File: src/rtl/ex_mem_stage.sv
// ============================================================================
// Module   : ex_mem_stage
// Brief    : Execute-to-memory pipeline stage. Resolves CBZ/CBNZ from the ALU
//            zero flag, runs LDUR/STUR req/ack transactions against data
//            memory and produces the register-file write-back.
//            Optional feature macro: EX_MEM_TIMEOUT_EN (ack timeout fault).
// Revision : 1.0 - initial release
// ============================================================================
`default_nettype none

module ex_mem_stage #(
  parameter int TIMEOUT_CYCLES = 16,
  parameter int CNT_W          = 5
) (
  input  logic        clk,
  input  logic        reset_n,
  // execute stage
  input  logic        ex_valid,
  output logic        ex_ready,
  input  logic [31:0] ex_aluResult,
  input  logic        ex_zeroFlag,
  input  logic        ex_overflow,
  input  logic [31:0] ex_storeData,
  input  logic        ex_memRead,
  input  logic        ex_memWrite,
  input  logic        ex_branch,
  input  logic        ex_regWrite,
  input  logic [4:0]  ex_rd,
  // data memory
  output logic        mem_req,
  output logic        mem_we,
  output logic [31:0] mem_addr,
  output logic [31:0] mem_wdata,
  input  logic        mem_ack,
  input  logic [31:0] mem_rdata,
  // write-back
  output logic        wb_valid,
  output logic [31:0] wb_data,
  output logic [4:0]  wb_rd,
  output logic        wb_regWrite,
  output logic        wb_overflow,
  output logic        branch_taken,
  output logic        fault
);

  typedef enum logic [1:0] {
    ST_IDLE   = 2'd0,
    ST_ACCESS = 2'd1,
    ST_RESP   = 2'd2
  } state_t;

  state_t      r_state;
  state_t      w_state_nxt;

  logic        w_accept;
  logic        w_is_mem;
  logic        w_misalign;
  logic        w_start;
  logic        w_ack;
  logic        w_timeout;

  logic [4:0]  r_rd;
  logic        r_regwrite;
  logic        r_ovf;

  assign ex_ready   = (r_state == ST_IDLE);
  assign w_accept   = ex_valid && ex_ready;
  assign w_is_mem   = ex_memRead | ex_memWrite;
  assign w_misalign = (ex_aluResult[1:0] != 2'b00);
  assign w_start    = w_accept && w_is_mem && !w_misalign;
  assign w_ack      = (r_state == ST_ACCESS) && mem_ack;

`ifdef EX_MEM_TIMEOUT_EN
  localparam logic [CNT_W-1:0] c_cnt_last = CNT_W'(TIMEOUT_CYCLES - 1);

  logic [CNT_W-1:0] r_cnt;

  // An ack arriving on the terminal count takes priority over the timeout.
  assign w_timeout = (r_state == ST_ACCESS) && !mem_ack && (r_cnt == c_cnt_last);

  always_ff @(posedge clk or negedge reset_n) begin
    if (!reset_n) begin
      r_cnt <= '0;
    end else if (w_start) begin
      r_cnt <= '0;
    end else if ((r_state == ST_ACCESS) && !mem_ack && !w_timeout) begin
      r_cnt <= r_cnt + 1'b1;
    end
  end
`else
  assign w_timeout = 1'b0;
`endif

  always_ff @(posedge clk or negedge reset_n) begin
    if (!reset_n) begin
      r_state <= ST_IDLE;
    end else begin
      r_state <= w_state_nxt;
    end
  end

  always_comb begin
    w_state_nxt = r_state;
    case (r_state)
      ST_IDLE:   if (w_start) w_state_nxt = ST_ACCESS;
      ST_ACCESS: begin
        if (mem_ack)        w_state_nxt = ST_RESP;
        else if (w_timeout) w_state_nxt = ST_IDLE;
      end
      ST_RESP:   w_state_nxt = ST_IDLE;
      default:   w_state_nxt = ST_IDLE;
    endcase
  end

  // Registered outputs; wb_valid / branch_taken / fault are single-cycle pulses.
  always_ff @(posedge clk or negedge reset_n) begin
    if (!reset_n) begin
      mem_req      <= 1'b0;
      mem_we       <= 1'b0;
      mem_addr     <= '0;
      mem_wdata    <= '0;
      wb_valid     <= 1'b0;
      wb_data      <= '0;
      wb_rd        <= '0;
      wb_regWrite  <= 1'b0;
      wb_overflow  <= 1'b0;
      branch_taken <= 1'b0;
      fault        <= 1'b0;
      r_rd         <= '0;
      r_regwrite   <= 1'b0;
      r_ovf        <= 1'b0;
    end else begin
      wb_valid     <= 1'b0;
      branch_taken <= 1'b0;
      fault        <= 1'b0;

      if (w_accept) begin
        if (!w_is_mem) begin
          wb_valid     <= 1'b1;
          wb_data      <= ex_aluResult;
          wb_rd        <= ex_rd;
          wb_regWrite  <= ex_regWrite;
          wb_overflow  <= ex_overflow;
          branch_taken <= ex_branch && ex_zeroFlag;
        end else if (w_misalign) begin
          wb_valid     <= 1'b1;
          wb_data      <= ex_aluResult;
          wb_rd        <= ex_rd;
          wb_regWrite  <= 1'b0;
          wb_overflow  <= ex_overflow;
          fault        <= 1'b1;
        end else begin
          // A write takes precedence when both memRead and memWrite are set.
          mem_req      <= 1'b1;
          mem_we       <= ex_memWrite;
          mem_addr     <= ex_aluResult;
          mem_wdata    <= ex_storeData;
          r_rd         <= ex_rd;
          r_regwrite   <= ex_regWrite && !ex_memWrite;
          r_ovf        <= ex_overflow;
        end
      end

      if (w_ack) begin
        mem_req      <= 1'b0;
        wb_valid     <= 1'b1;
        wb_data      <= mem_we ? mem_addr : mem_rdata;
        wb_rd        <= r_rd;
        wb_regWrite  <= r_regwrite;
        wb_overflow  <= r_ovf;
      end else if (w_timeout) begin
        mem_req      <= 1'b0;
        wb_valid     <= 1'b1;
        wb_data      <= mem_addr;
        wb_rd        <= r_rd;
        wb_regWrite  <= 1'b0;
        wb_overflow  <= r_ovf;
        fault        <= 1'b1;
      end
    end
  end

endmodule

`default_nettype wire

File: config.mk
export PLATFORM = sky130hd
export DESIGN_NAME = ex_mem_stage
export DESIGN_NICKNAME = d
export VERILOG_FILES = /design/src/rtl/ex_mem_stage.sv
export SDC_FILE = /design/constraint.sdc
export NUM_CORES = 1
export LEC_CHECK = 0
export CAP_MARGIN = 20
export CORE_ASPECT_RATIO = 1.1
export CORE_MARGIN = 3
export CORE_UTILIZATION = 44
export CTS_CLUSTER_SIZE = 28
export DETAILED_ROUTE_END_ITERATION = 12
export PLACE_DENSITY = 0.9
export SLEW_MARGIN = 20
export SYNTH_ARGS = -nofsm -noshare
export SYNTH_HDL_FRONTEND = slang
export SYNTH_SLANG_ARGS = --single-unit
File: constraint.sdc
create_clock -name clk -period 2.6 [get_ports clk]
set_input_delay 0.52 -clock clk [delete_from_list [all_inputs] [get_ports clk]]
set_output_delay 0.52 -clock clk [all_outputs]
set_load 0.01 [all_outputs]
==> results.sh <==
export IMPL_run_status="complete, no violations"
export IMPL_drv_slew=0
export IMPL_min_period_ps=2030
export IMPL_reg2regPathDepth=5
export IMPL_initial_core_util=0.454
export IMPL_ant_nets=0
export IMPL_drt_iter0_markers=227
export IMPL_worst_setup_path_end_kind="output port"
export IMPL_grt_max_degree=73
export IMPL_path_clk_slew_ps=50
export IMPL_critical_path_top_delay_family="buffers and inverters"
export IMPL_design_core_area_mm2=0.0110
export IMPL_clockBufferDepth=2
export IMPL_synth_area_mm2=0.00497
export IMPL_yosys_top_cells_area="dfrtp_1, mux2_2, mux2i_1"
export IMPL_routed_wl_um=14100
export IMPL_cp_num_buf_inv=1
export IMPL_finalPower_uw=7230
export IMPL_wl_per_cell_um=18.4
export IMPL_finClkSkew_ps=12.4
export IMPL_critPathMaxFanout=3
export IMPL_power_leakage_uw=0.00344
export IMPL_synth_common_cells="dfrtp_1, mux2_2, a21oi_1"
export IMPL_antenna_found_initial=1
export IMPL_vias=3986
export IMPL_cts_tree="yes"
export IMPL_area_growth_pct=60.5
export IMPL_grt_pass1_vias=4347
export IMPL_synth_flop_cell="dfrtp_1"
export IMPL_clock_latency_ps=400
export IMPL_via_per_inst=5.21
export IMPL_root_buffer="clkbuf_16"
export IMPL_max_slew_margin_rel=0.600
export IMPL_multiInputGateArea_mm2=0.00189
export IMPL_setup_tns_final_ps=0
export IMPL_finish_instance_area_mm2=0.00798
export IMPL_max_stage_delay_ps=570
export IMPL_yosysTopAreaCell="dfrtp_1"
export IMPL_gp_congestion=0.752
export IMPL_rsz0062_at_grt="false"
export IMPL_hp_class="input pin to asynchronous set/reset pin"
export IMPL_fin_crit_sh=0.779
export IMPL_grt_pass1_wl_um=22500
export IMPL_ios=220
export IMPL_dp_hpwl_um=9930
export IMPL_hold_buffers=0
export IMPL_fp_row_count=40
export IMPL_crit_required_ps=2080
export IMPL_cts_max_level=4
export IMPL_avgSynthCellArea_um2=12.8
export IMPL_async_flop_share=1.00
export IMPL_grt_use_total=0.227
export IMPL_die_area_mm2=0.0126
export IMPL_synth_cell_types=26
export IMPL_synth_edf_count=0
export IMPL_crit_path_top_delay_cell="clkdlybuf4s50_1"
export IMPL_timing_fmax_mhz=494
export IMPL_critPathArrivalTime_ps=1510
export IMPL_setup_viol=0
export IMPL_layout_drive_gt1_share=0.184
export IMPL_seqCellArea_mm2=0.00293
export IMPL_dieWidth_um=107
export IMPL_hold_viol=0
export IMPL_path_class="register to output port"
export IMPL_ir_worst_vdd_mv=0.542
export IMPL_cts_setup_buffers=0
export IMPL_r2r_end="wb_data[23]"
export IMPL_r2r_setup_slack_ps=800
export IMPL_place_area_mm2=0.00734
export IMPL_diodes=0
export IMPL_die_y_um=118
export IMPL_powerDensity_mw_per_mm2=906
export IMPL_drcViolationCount=0
export IMPL_synth_seq_cells=117
export IMPL_pre_cts_ws_ps=234
export IMPL_max_cap_violations=0
export IMPL_synth_warnings=0
export IMPL_synth_nets=500
export IMPL_synth_most_common_cell="dfrtp_1"
export IMPL_tightest_slew_ps=601
export IMPL_cts_resized=0
export IMPL_cts_buffers_inserted=17
export IMPL_yosysSeqAreaShare=0.589
export IMPL_synthCells=389
export IMPL_nets=718
export IMPL_cp_cell_sequence="nor2_1, clkdlybuf4s50_1"
export IMPL_worstReg2RegStart="r_state[0]"
export IMPL_yosysTopAreaCellShare=0.589
export IMPL_critPathLaunchType="register"
export IMPL_dr_pass1_iters=4
export IMPL_grt_overflow_total=0
export IMPL_setup_slack_ps=575
export IMPL_clock_sinks=117
export IMPL_numPortBuffers=219
export IMPL_fill_cells=716
## sequential cells by signal (all words and copies together) (netlist names)
name          count
r_regwrite        1
wb_valid          1
mem_addr         32
r_ovf             1
wb_overflow       1
mem_we            1
wb_rd             5
mem_wdata        32
r_rd              5
branch_taken      1
fault             1
mem_req           1
r_state           2
wb_data          32
wb_regWrite       1
## worst reg2reg max path, stage by stage (launching register included)
cell,delay (ps)
dfrtp_1,410
nor3b_4,460
o31a_2,270
buf_12,200
a21oi_1,110
a22oi_1,240
## per-stage QoR
stage               cells  utilization  hold WS [ps]
floorplan             389            -           224
global placement      735        0.669           457
detailed placement    735        0.669           468
CTS                   765        0.728          37.3
global route          765        0.728          51.7
finish                765        0.728          39.8
## placed cells by master, fill, tap and decap left out
cell type        synthesis  final
mux2i_1                 32     32
nand2_1                 38     38
nand2b_1                 2      2
bufinv_16                0      5
nor3b_1                  1      1
dfrtp_2                  0      1
o21ai_0                  2      2
a21oi_1                 46     46
and2_1                   2      2
clkbuf_1                 5      1
a32oi_1                  1      1
clkbuf_8                 0      3
and4_1                   1      1
nor3b_4                  1      1
inv_1                    2      2
nand3b_4                 0      1
buf_12                   0      6
buf_4                    3      3
clkdlybuf4s50_1          0    218
dfrtp_1                117    116
mux2_2                  69     69
clkinvlp_4               0      2
o31a_2                   0      1
a22oi_1                 30     30
clkbuf_16                0     17
nor2_1                  10     10
a221oi_1                 2      2
o31ai_4                  0      1
or2_2                    1      1
clkinv_2                 1      3
## area by class of cell
class | count | area share
flip-flops and latches | 117 | 0.367
inverters | 3 | 0.00157
clock buffers | 21 | 0.0589
well taps | 147 | 0.0230
clock inverters | 9 | 0.0219
repair buffers | 227 | 0.291
multi-input cells | 241 | 0.236
## kinds of logic (layout without fill, tap and decap cells)
logic type / after synthesis / count (layout) / share of synthesized area
AO/OA/AOI/OAI: 83 / 83 / 0.102
buffers and inverters: 31 / 260 / 0.0367
flip-flops: 117 / 117 / 0.589
multiplexers: 101 / 101 / 0.221
AND/OR/NAND/NOR: 57 / 57 / 0.0518
## how the worst max path moves through the flow
stage          depth (start not counted)             to   startpoint  slack, ps
4_1_cts                                2       ex_ready   r_state[0]        550
6_report                               2       ex_ready   r_state[0]        570
5_1_grt                                2       ex_ready   r_state[0]        480
3_5_place_dp                           5  mem_wdata[25]  ex_memWrite        230
3_3_place_gp                           5   mem_wdata[1]  ex_memWrite        300
2_1_floorplan                          5  mem_wdata[17]  ex_memWrite        890
## power breakdown
group	internal (µW)	leakage [µW]	switching, µW
Combinational	1300	0.00172	840
Clock	1760	0.000311	778
Sequential	2270	0.00141	275
Total	5340	0.00344	1890
## per-layer routing
layer / wire length, µm / GRT usage / vias to the layer above
met5: 13 / 0 / -
met4: 357 / 0.0939 / 2
met3: 1130 / 0.0911 / 28
met2: 7320 / 0.384 / 157
met1: 5290 / 0.253 / 1969
li1: - / - / 1830
No activity file was read; power rests on OpenSTA's default activity.
